--- src/rtl/uart_int_ctrl_if.sv ---
// ----------------------------------------------------------------------
// uart_int_ctrl_if : register-block <-> interrupt scheduler signal bundle
// Rev 1.0
// ----------------------------------------------------------------------
`default_nettype none

interface uart_int_ctrl_if;
  logic       erbi;
  logic       etbei;
  logic       elsi;
  logic       fifoen;
  logic       oe;
  logic       pe;
  logic       fe;
  logic       bi;
  logic       dr;
  logic       rx_lvl_hit;
  logic       rx_fifo_empty;
  logic       rx_char;
  logic       char_tick;
  logic       thre;
  logic       thr_wr;
  logic       rbr_rd;
  logic       lsr_rd;
  logic       iir_rd;
  logic [2:0] intid;
  logic       ipend_n;
  logic       uart_intpt;

  modport master (
    output erbi, etbei, elsi, fifoen, oe, pe, fe, bi, dr, rx_lvl_hit, rx_fifo_empty,
           rx_char, char_tick, thre, thr_wr, rbr_rd, lsr_rd, iir_rd,
    input  intid, ipend_n, uart_intpt
  );

  modport slave (
    input  erbi, etbei, elsi, fifoen, oe, pe, fe, bi, dr, rx_lvl_hit, rx_fifo_empty,
           rx_char, char_tick, thre, thr_wr, rbr_rd, lsr_rd, iir_rd,
    output intid, ipend_n, uart_intpt
  );
endinterface

`default_nettype wire

--- src/rtl/uart_int_ctrl.sv ---
// ----------------------------------------------------------------------
// uart_int_ctrl : UART interrupt latch, mask and fixed-priority encoder
// Rev 1.0
// ----------------------------------------------------------------------
`default_nettype none

module uart_int_ctrl #(
  parameter int TIMEOUT_CHARS = 4,
  parameter int CNT_W         = 3
) (
  input  logic               pclk,
  input  logic               presetn,
  uart_int_ctrl_if.slave     bus
);

  localparam logic [CNT_W-1:0] C_TMO_MAX = CNT_W'(TIMEOUT_CHARS);
  localparam logic [2:0]       C_ID_LS   = 3'b011;
  localparam logic [2:0]       C_ID_RDA  = 3'b010;
  localparam logic [2:0]       C_ID_TMO  = 3'b110;
  localparam logic [2:0]       C_ID_THR  = 3'b001;
  localparam logic [2:0]       C_ID_NONE = 3'b000;

  logic             ls_pend_q,   ls_pend_d;
  logic             thre_pend_q, thre_pend_d;
  logic             thre_q,      thre_d;
  logic             etbei_q,     etbei_d;
  logic [CNT_W-1:0] tmo_cnt_q,   tmo_cnt_d;
  logic             tmo_pend_q,  tmo_pend_d;
  logic [2:0]       intid_q,     intid_d;
  logic             ipend_n_q,   ipend_n_d;

  logic w_rda, w_ls_en, w_rda_en, w_tmo_en, w_thr_en;
  logic w_thre_set, w_thre_clr;

  always_ff @(posedge pclk or negedge presetn) begin
    if (!presetn) begin
      ls_pend_q   <= 1'b0;
      thre_pend_q <= 1'b0;
      thre_q      <= 1'b1;
      etbei_q     <= 1'b0;
      tmo_cnt_q   <= '0;
      tmo_pend_q  <= 1'b0;
      intid_q     <= C_ID_NONE;
      ipend_n_q   <= 1'b1;
    end else begin
      ls_pend_q   <= ls_pend_d;
      thre_pend_q <= thre_pend_d;
      thre_q      <= thre_d;
      etbei_q     <= etbei_d;
      tmo_cnt_q   <= tmo_cnt_d;
      tmo_pend_q  <= tmo_pend_d;
      intid_q     <= intid_d;
      ipend_n_q   <= ipend_n_d;
    end
  end

  // Line-status latch: a new error in the same cycle as an LSR read survives.
  always_comb begin
    ls_pend_d = ls_pend_q;
    if (bus.oe | bus.pe | bus.fe | bus.bi) begin
      ls_pend_d = 1'b1;
    end else if (bus.lsr_rd) begin
      ls_pend_d = 1'b0;
    end
  end

  assign w_rda = bus.fifoen ? bus.rx_lvl_hit : bus.dr;

  // Pending flag tracks the next counter value so it rises with the final tick.
  always_comb begin
    tmo_cnt_d  = tmo_cnt_q;
    tmo_pend_d = tmo_pend_q;
    if (!bus.fifoen || bus.rx_char || bus.rbr_rd || bus.rx_fifo_empty) begin
      tmo_cnt_d  = '0;
      tmo_pend_d = 1'b0;
    end else begin
      if (bus.char_tick && (tmo_cnt_q != C_TMO_MAX)) begin
        tmo_cnt_d = tmo_cnt_q + 1'b1;
      end
      if (tmo_cnt_d == C_TMO_MAX) begin
        tmo_pend_d = 1'b1;
      end
    end
  end

  assign thre_d     = bus.thre;
  assign etbei_d    = bus.etbei;
  assign w_thre_set = (bus.thre & ~thre_q) | (bus.etbei & ~etbei_q & bus.thre);
  assign w_thre_clr = bus.thr_wr | (bus.iir_rd & (intid_q == C_ID_THR));

  always_comb begin
    thre_pend_d = thre_pend_q;
    if (w_thre_clr) begin
      thre_pend_d = 1'b0;
    end else if (w_thre_set) begin
      thre_pend_d = 1'b1;
    end
  end

  assign w_ls_en  = ls_pend_q   & bus.elsi;
  assign w_rda_en = w_rda       & bus.erbi;
  assign w_tmo_en = tmo_pend_q  & bus.erbi;
  assign w_thr_en = thre_pend_q & bus.etbei;

  always_comb begin
    intid_d   = C_ID_NONE;
    ipend_n_d = 1'b0;
    if (w_ls_en) begin
      intid_d = C_ID_LS;
    end else if (w_rda_en) begin
      intid_d = C_ID_RDA;
    end else if (w_tmo_en) begin
      intid_d = C_ID_TMO;
    end else if (w_thr_en) begin
      intid_d = C_ID_THR;
    end else begin
      ipend_n_d = 1'b1;
    end
  end

  assign bus.intid      = intid_q;
  assign bus.ipend_n    = ipend_n_q;
  assign bus.uart_intpt = ~ipend_n_q;

endmodule

`default_nettype wire
--- src/flat_wrapper.sv ---
// flat-port wrapper written by rule: the top's interface ports become plain ports
module uart_int_ctrl_flat 
#(
  parameter int TIMEOUT_CHARS = 4,
  parameter int CNT_W         = 3
)
  (pclk, presetn, bus_erbi, bus_etbei, bus_elsi, bus_fifoen, bus_oe, bus_pe, bus_fe, bus_bi, bus_dr, bus_rx_lvl_hit, bus_rx_fifo_empty, bus_rx_char, bus_char_tick, bus_thre, bus_thr_wr, bus_rbr_rd, bus_lsr_rd, bus_iir_rd, bus_intid, bus_ipend_n, bus_uart_intpt);
  uart_int_ctrl_if bus_i ();
  input  logic pclk;
  input  logic presetn;
  input wire logic [$bits(bus_i.erbi)-1:0] bus_erbi;
  input wire logic [$bits(bus_i.etbei)-1:0] bus_etbei;
  input wire logic [$bits(bus_i.elsi)-1:0] bus_elsi;
  input wire logic [$bits(bus_i.fifoen)-1:0] bus_fifoen;
  input wire logic [$bits(bus_i.oe)-1:0] bus_oe;
  input wire logic [$bits(bus_i.pe)-1:0] bus_pe;
  input wire logic [$bits(bus_i.fe)-1:0] bus_fe;
  input wire logic [$bits(bus_i.bi)-1:0] bus_bi;
  input wire logic [$bits(bus_i.dr)-1:0] bus_dr;
  input wire logic [$bits(bus_i.rx_lvl_hit)-1:0] bus_rx_lvl_hit;
  input wire logic [$bits(bus_i.rx_fifo_empty)-1:0] bus_rx_fifo_empty;
  input wire logic [$bits(bus_i.rx_char)-1:0] bus_rx_char;
  input wire logic [$bits(bus_i.char_tick)-1:0] bus_char_tick;
  input wire logic [$bits(bus_i.thre)-1:0] bus_thre;
  input wire logic [$bits(bus_i.thr_wr)-1:0] bus_thr_wr;
  input wire logic [$bits(bus_i.rbr_rd)-1:0] bus_rbr_rd;
  input wire logic [$bits(bus_i.lsr_rd)-1:0] bus_lsr_rd;
  input wire logic [$bits(bus_i.iir_rd)-1:0] bus_iir_rd;
  output wire logic [$bits(bus_i.intid)-1:0] bus_intid;
  output wire logic [$bits(bus_i.ipend_n)-1:0] bus_ipend_n;
  output wire logic [$bits(bus_i.uart_intpt)-1:0] bus_uart_intpt;
  assign bus_i.erbi = bus_erbi;
  assign bus_i.etbei = bus_etbei;
  assign bus_i.elsi = bus_elsi;
  assign bus_i.fifoen = bus_fifoen;
  assign bus_i.oe = bus_oe;
  assign bus_i.pe = bus_pe;
  assign bus_i.fe = bus_fe;
  assign bus_i.bi = bus_bi;
  assign bus_i.dr = bus_dr;
  assign bus_i.rx_lvl_hit = bus_rx_lvl_hit;
  assign bus_i.rx_fifo_empty = bus_rx_fifo_empty;
  assign bus_i.rx_char = bus_rx_char;
  assign bus_i.char_tick = bus_char_tick;
  assign bus_i.thre = bus_thre;
  assign bus_i.thr_wr = bus_thr_wr;
  assign bus_i.rbr_rd = bus_rbr_rd;
  assign bus_i.lsr_rd = bus_lsr_rd;
  assign bus_i.iir_rd = bus_iir_rd;
  assign bus_intid = bus_i.intid;
  assign bus_ipend_n = bus_i.ipend_n;
  assign bus_uart_intpt = bus_i.uart_intpt;
  uart_int_ctrl #(.TIMEOUT_CHARS(TIMEOUT_CHARS), .CNT_W(CNT_W)) u_core (.pclk(pclk), .presetn(presetn), .bus(bus_i));
endmodule
--- config.mk ---
export PLATFORM = sky130hd
export DESIGN_NAME = uart_int_ctrl_flat
export DESIGN_NICKNAME = d
export VERILOG_FILES = /design/src/rtl/uart_int_ctrl_if.sv /design/src/rtl/uart_int_ctrl.sv /design/src/flat_wrapper.sv
export SDC_FILE = /design/constraint.sdc
export NUM_CORES = 1
export LEC_CHECK = 0
export ABC_CLOCK_PERIOD_IN_PS = 1410
export CAP_MARGIN = 20
export CELL_PAD_IN_SITES_DETAIL_PLACEMENT = 0
export CELL_PAD_IN_SITES_GLOBAL_PLACEMENT = 2
export CORE_ASPECT_RATIO = 0.6
export CORE_MARGIN = 5
export CORE_UTILIZATION = 20
export DETAILED_ROUTE_END_ITERATION = 16
export PLACE_DENSITY_LB_ADDON = 0.1
export SLEW_MARGIN = 20
export SYNTH_ARGS = -nofsm -noshare
export SYNTH_HDL_FRONTEND = slang
export SYNTH_SLANG_ARGS = --single-unit
--- constraint.sdc ---
create_clock -name pclk -period 1.41 [get_ports pclk]
set_input_delay 0.282 -clock pclk [delete_from_list [all_inputs] [get_ports pclk]]
set_output_delay 0.282 -clock pclk [all_outputs]
set_load 0.1 [all_outputs]
Word-level counts from Yosys, hierarchy flattened:

Cells that the tools add are included.

* memories: 0
* memory bits (writable): 0
* bits in read-only memories: 0
* output and inout port bits: 5
* bits in registers: 12
* latch bits: 0

* equality and inequality tests: 3
* add/subtract/negate cells: 1
* $mul: 0
* divide/modulo/power cells: 0
* shift operators: 0
* bitwise logic cells: 16
* reduce and logical (&&, ||, !) cells: 8
* $lt $le $gt $ge: 0
* mux-type cells: 18

Operators by type and width (count)
* 3-bit 2-to-1 mux: 6
* 1-bit 2-to-1 mux: 12
* 1-bit bitwise AND: 8
* 2-bit nonzero test: 3
* 1-bit OR: 5
* 3-bit by 1-bit adder with 3-bit output (second input constant): 1
* 3-bit by 1-bit equality test with 1-bit output (second input constant): 1
* 3-bit equality test (second input constant): 1
* 1-bit logical OR: 3
* 3-bit != test (second input constant): 1
* 1-bit NOT: 3
* 1-bit logical AND: 1
* 1-bit zero test: 1

Longest topological paths before layout:

* word-level depth: 8
* depth in mapped cells: 6
* mapped depth without buffers: 6

Worst setup path before layout:

No wires, ideal clock.

* kind: flip-flop to output port
* start point: reg u_core.ipend_n_q (netlist: u_core.bus.ipend_n)
* end point: out bus_uart_intpt
* cell stages (with the launch flop): 2
* buffers on the path: 0
* slack: -0.239 ns
* arrival time: 1.367 ns
* path through: dfstp_2 inv_1

* longest elaborated chain between the ends: 1

Ends and longest elaborated chain
* start: declaration: RTL line uart_int_ctrl.sv:30 `logic ipend_n_q, ipend_n_d;`
* start signal: assignment: RTL line uart_int_ctrl.sv:53 `ipend_n_q <= ipend_n_d;`
* 1-bit NOT: RTL line uart_int_ctrl.sv:123 `assign bus.uart_intpt = ~ipend_n_q;`
* end: declaration: RTL line flat_wrapper.sv:31 `output wire logic [$bits(bus_i.uart_intpt)-1:0] bus_uart_intpt;`

No other way between the ends.

Final worst setup path:

* start point: reg u_core.tmo_cnt_q[0]
* end point: reg u_core.tmo_cnt_q[2]

* longest elaborated chain between the ends: 5
* elaborated cells on any way between the ends: 6
* classes of those cells: add/sub: 1; eq/ne: 1; mux: 3; reduce/logical: 1

Ends and longest elaborated chain
* start: declaration: RTL line uart_int_ctrl.sv:27 `logic [CNT_W-1:0] tmo_cnt_q, tmo_cnt_d;`
* start signal: assignment: RTL line uart_int_ctrl.sv:50 `tmo_cnt_q <= tmo_cnt_d;`
* branches (longest 2 deep; another with 3-bit by 1-bit adder with 3-bit output)
* 3-bit 2-to-1 mux (*): RTL line uart_int_ctrl.sv:77 `if (bus.char_tick && (tmo_cnt_q != C_TMO_MAX)) begin`
* 3-bit 2-to-1 mux (*) (2 in a row): RTL line uart_int_ctrl.sv:73 `if (!bus.fifoen || bus.rx_char || bus.rbr_rd || bus.rx_fifo_empty) begin`
* via u_core.tmo_cnt_d[2]: RTL line uart_int_ctrl.sv:27

Mark *: on every way through the listed nets, which the timed path passes. The select of a mux whose other input is x is not followed.
A chain may end at the register's enable or synchronous reset.

==> flow_metrics.py <==
metrics = {
    "run_status": {
        "status": "finished, violations left",
        "violations": "negative setup slack",
    },
    "power_and_ir_drop": {
        "p_leak_nw": 0.456,
        "report.power.total_w": 0.000959,
        "powerDensity_nw_per_um2": 908,
        "vdd_drop_max_uv": 405,
    },
    "floorplan": {
        "die_w_um": 78.2,
        "initial_core_util": 0.215,
        "rows": 14,
        "core_area_um2": 2590,
        "ios": 25,
        "die_area_um2": 3980,
        "die_height_um": 50.9,
    },
    "critical_path": {
        "path_class": "reg2reg",
        "path_common_cell": "buf_4",
        "slowest_delay_ps": 410,
        "r2r_cells": 6,
        "critPathRequiredTime_ps": 1560,
        "crit_fanout": 3,
        "slowest_stage": "dfrtp_1",
        "cp-start-kind": "flip-flop",
        "crit_path_end_kind": "flip-flop",
        "crit_path_cell_trace": "ha_2, buf_4, buf_4, buf_4, and4b_2, nor3_1",
        "worstPathArrival_ps": 1580,
    },
    "timing": {
        "fin_worst_skew_ps": 4.04,
        "setup_violations": 2,
        "maxSlewViolCount": 0,
        "layout_setup_ws_ps": -14.9,
        "relSlewSlack": 0.848,
        "max_slew.worst_pin.slew_ps": 225,
        "max_freq_ghz": 0.702,
        "rsz0062_at_grt": "yes",
        "fin_crit_ps": 1420,
        "hold_viol_final": 0,
        "fin_crit_sh": 1.01,
    },
    "clock_network": {
        "cts_max_level": 1,
        "cts_tree": "done",
        "clock_path_buffers": 2,
        "ctsHoldBuffers": 0,
        "cts_buffers": 3,
        "path_clk_slew_ps": 50,
        "clk_latency_ps": 240,
        "cts.sinks": 12,
        "cts_root_buffer": "clkbuf_8",
    },
    "global_route": {
        "grt_start_max_net_pins": 13,
        "track_usage": 0.0738,
        "first_global_vias": 488,
        "antenna_found_initial": 0,
        "globalRouteOverflowTotal": 0,
        "grt_pass1_wl_um": 2260,
    },
    "layout": {
        "postLayoutCoreUtil": 0.407,
        "fillers": 261,
        "layout-drive-gt1-share": 0.370,
        "area_growth_pct": 89.2,
        "final_nets": 115,
        "diodes": 0,
    },
    "synth": {
        "synth_top_area_frac": 0.448,
        "yosysWarningCount": 0,
        "yosysUniqueCellTypes": 21,
        "ys_seq_area_frac": 0.543,
        "synth.cell_area_um2": 558,
        "synthTopCellsByArea": "dfrtp_1 (45%), dfstp_2 (9.4%), inv_1 (4.7%)",
        "syn_area_per_cell_um2": 10.5,
        "ys_seq_elements": 12,
        "yosys.area.top_type": "dfrtp_1",
        "netlist_instances": 53,
        "syn_nets": 75,
    },
    "placement": {
        "dp_hpwl_um": 1150,
        "gp_congestion": 0.715,
        "portBuffers": 24,
    },
    "drt": {
        "drt_iter0_drc": 6,
        "wirelength_um": 1390,
        "wire_per_inst_um": 11.2,
        "vias": 510,
        "drtPass1Iterations": 2,
        "drc": 0,
        "vias_per_cell": 4.11,
        "antenna_left": 0,
    },
    "flow_run": {
        "cap_violations": 0,
    },
    "worst_hold_path": {
        "hold_path.class": "in2async",
    },
}
==> cells by family (layout without fill, tap and decap cells) <==
kind of cell	count (synthesis)	in the layout	synth area share
compound gates	11	11	0.117
xor+xnor	1	1	0.0157
fa+ha+maj	2	2	0.0448
buf+inv	7	46	0.0471
flops	12	12	0.543
mux	1	1	0.0202
simple gates	19	19	0.213
==> through the flow <==
step / cells / setup WS, ps / TNS [ps] / area, µm² / hold WS, ps
floorplan: 53 / -139 / -139 / 568 / -13.6
global placement: 116 / -210 / -863 / 951 / 465
detailed placement: 116 / -241 / -949 / 951 / 451
CTS: 122 / -20.1 / -27.6 / 1030 / 352
global route: 124 / -115 / -221 / 1060 / 357
finish: 124 / -14.9 / -21.6 / 1060 / 348
==> routing by layer <==
metal,vias up,track usage,wire [µm]
met3,2,0.0491,135
met4,0,0.0174,8
met5,-,0,0
li1,263,-,-
met1,229,0.102,718
met2,16,0.0923,525
==> power breakdown <==
part	internal, W	switching (W)	total [W]	leakage (nW)
clock	0.000246	0.000123	0.000369	0.0288
combinational	0.000105	0.000110	0.000215	0.279
sequential	0.000363	0.0000119	0.000374	0.148
==> area by class of cell <==
class                           count  area, µm²  area share
Clock buffer                        4       55.1      0.0521
Multi-Input combinational cell     34        251       0.238
Timing Repair Buffer               35        373       0.353
Inverter                            7       30.0      0.0284
Tap cell                           32       40.0      0.0379
Sequential cell                    12        307       0.290
==> final timing paths <==
check | startpoint | slack [ps] | end
max | u_core.tmo_cnt_q[0] | -10 | u_core.tmo_cnt_q[2]
min | presetn | 350 | u_core.bus.intid[2]
max reg2reg | u_core.tmo_cnt_q[0] | -10 | u_core.tmo_cnt_q[2]
min reg2reg | u_core.thre_pend_q | 460 | u_core.bus.ipend_n
max in group asynchronous | presetn | 830 | u_core.bus.ipend_n
min in group pclk | u_core.thre_pend_q | 460 | u_core.bus.ipend_n
==> timing repair <==
action / in CTS / in global routing
pin swaps: 5 / 1
resized for setup: 3 / 4
setup endpoints to repair: 3 / 3
hold endpoints to repair: 0 / 0
buffers inserted: 2 / 2
==> synthesized netlist by cell type <==
cell,number
and2b_2,1
ha_1,2
nor3b_2,1
dfstp_2,2
nand3_1,2
inv_1,7
dfrtp_1,10
o21ai_0,3
xnor2_1,1
nor2_1,3
nand2_1,5
nor4bb_1,1
a221o_1,1
a21oi_1,5
nor4_1,1
and4b_2,1
or4b_4,1
and3_1,1
mux2_2,1
nor3_1,2
o211ai_1,2
==> layout by cell type (no fill, tap or decap) <==
cell,n
clkinvlp_4,1
dfstp_4,1
clkdlybuf4s50_1,19
dfstp_2,1
and4b_2,1
o21ai_2,1
inv_1,4
and2b_2,1
a21oi_2,1
buf_4,11
ha_2,1
dfrtp_1,10
inv_2,2
nand2_1,5
nand3_1,2
a221o_1,1
o211ai_1,2
or4b_4,1
xnor2_1,1
nor4bb_1,1
clkbuf_8,4
and3_1,1
o21ai_0,2
nor3_1,2
nor4_1,1
nor3b_2,1
buf_12,5
mux2_2,1
a21oi_1,4
nor2_1,3
ha_4,1
==> sequential cells by signal, summed over array words and instances (netlist names) <==
register	count
u_core.bus.intid	3
u_core.etbei_q	1
u_core.bus.ipend_n	1
u_core.ls_pend_q	1
u_core.tmo_pend_q	1
u_core.tmo_cnt_q	3
u_core.thre_q	1
u_core.thre_pend_q	1
==> critical path, delay by kind of cell (launching register included) <==
kind / cells / cell delay (ps)
and+or+nand+nor: 2 / 350
DFF: 1 / 410
adders and majority gates: 1 / 210
buffers and inverters: 3 / 370
No activity file was read; power rests on OpenSTA's default activity.
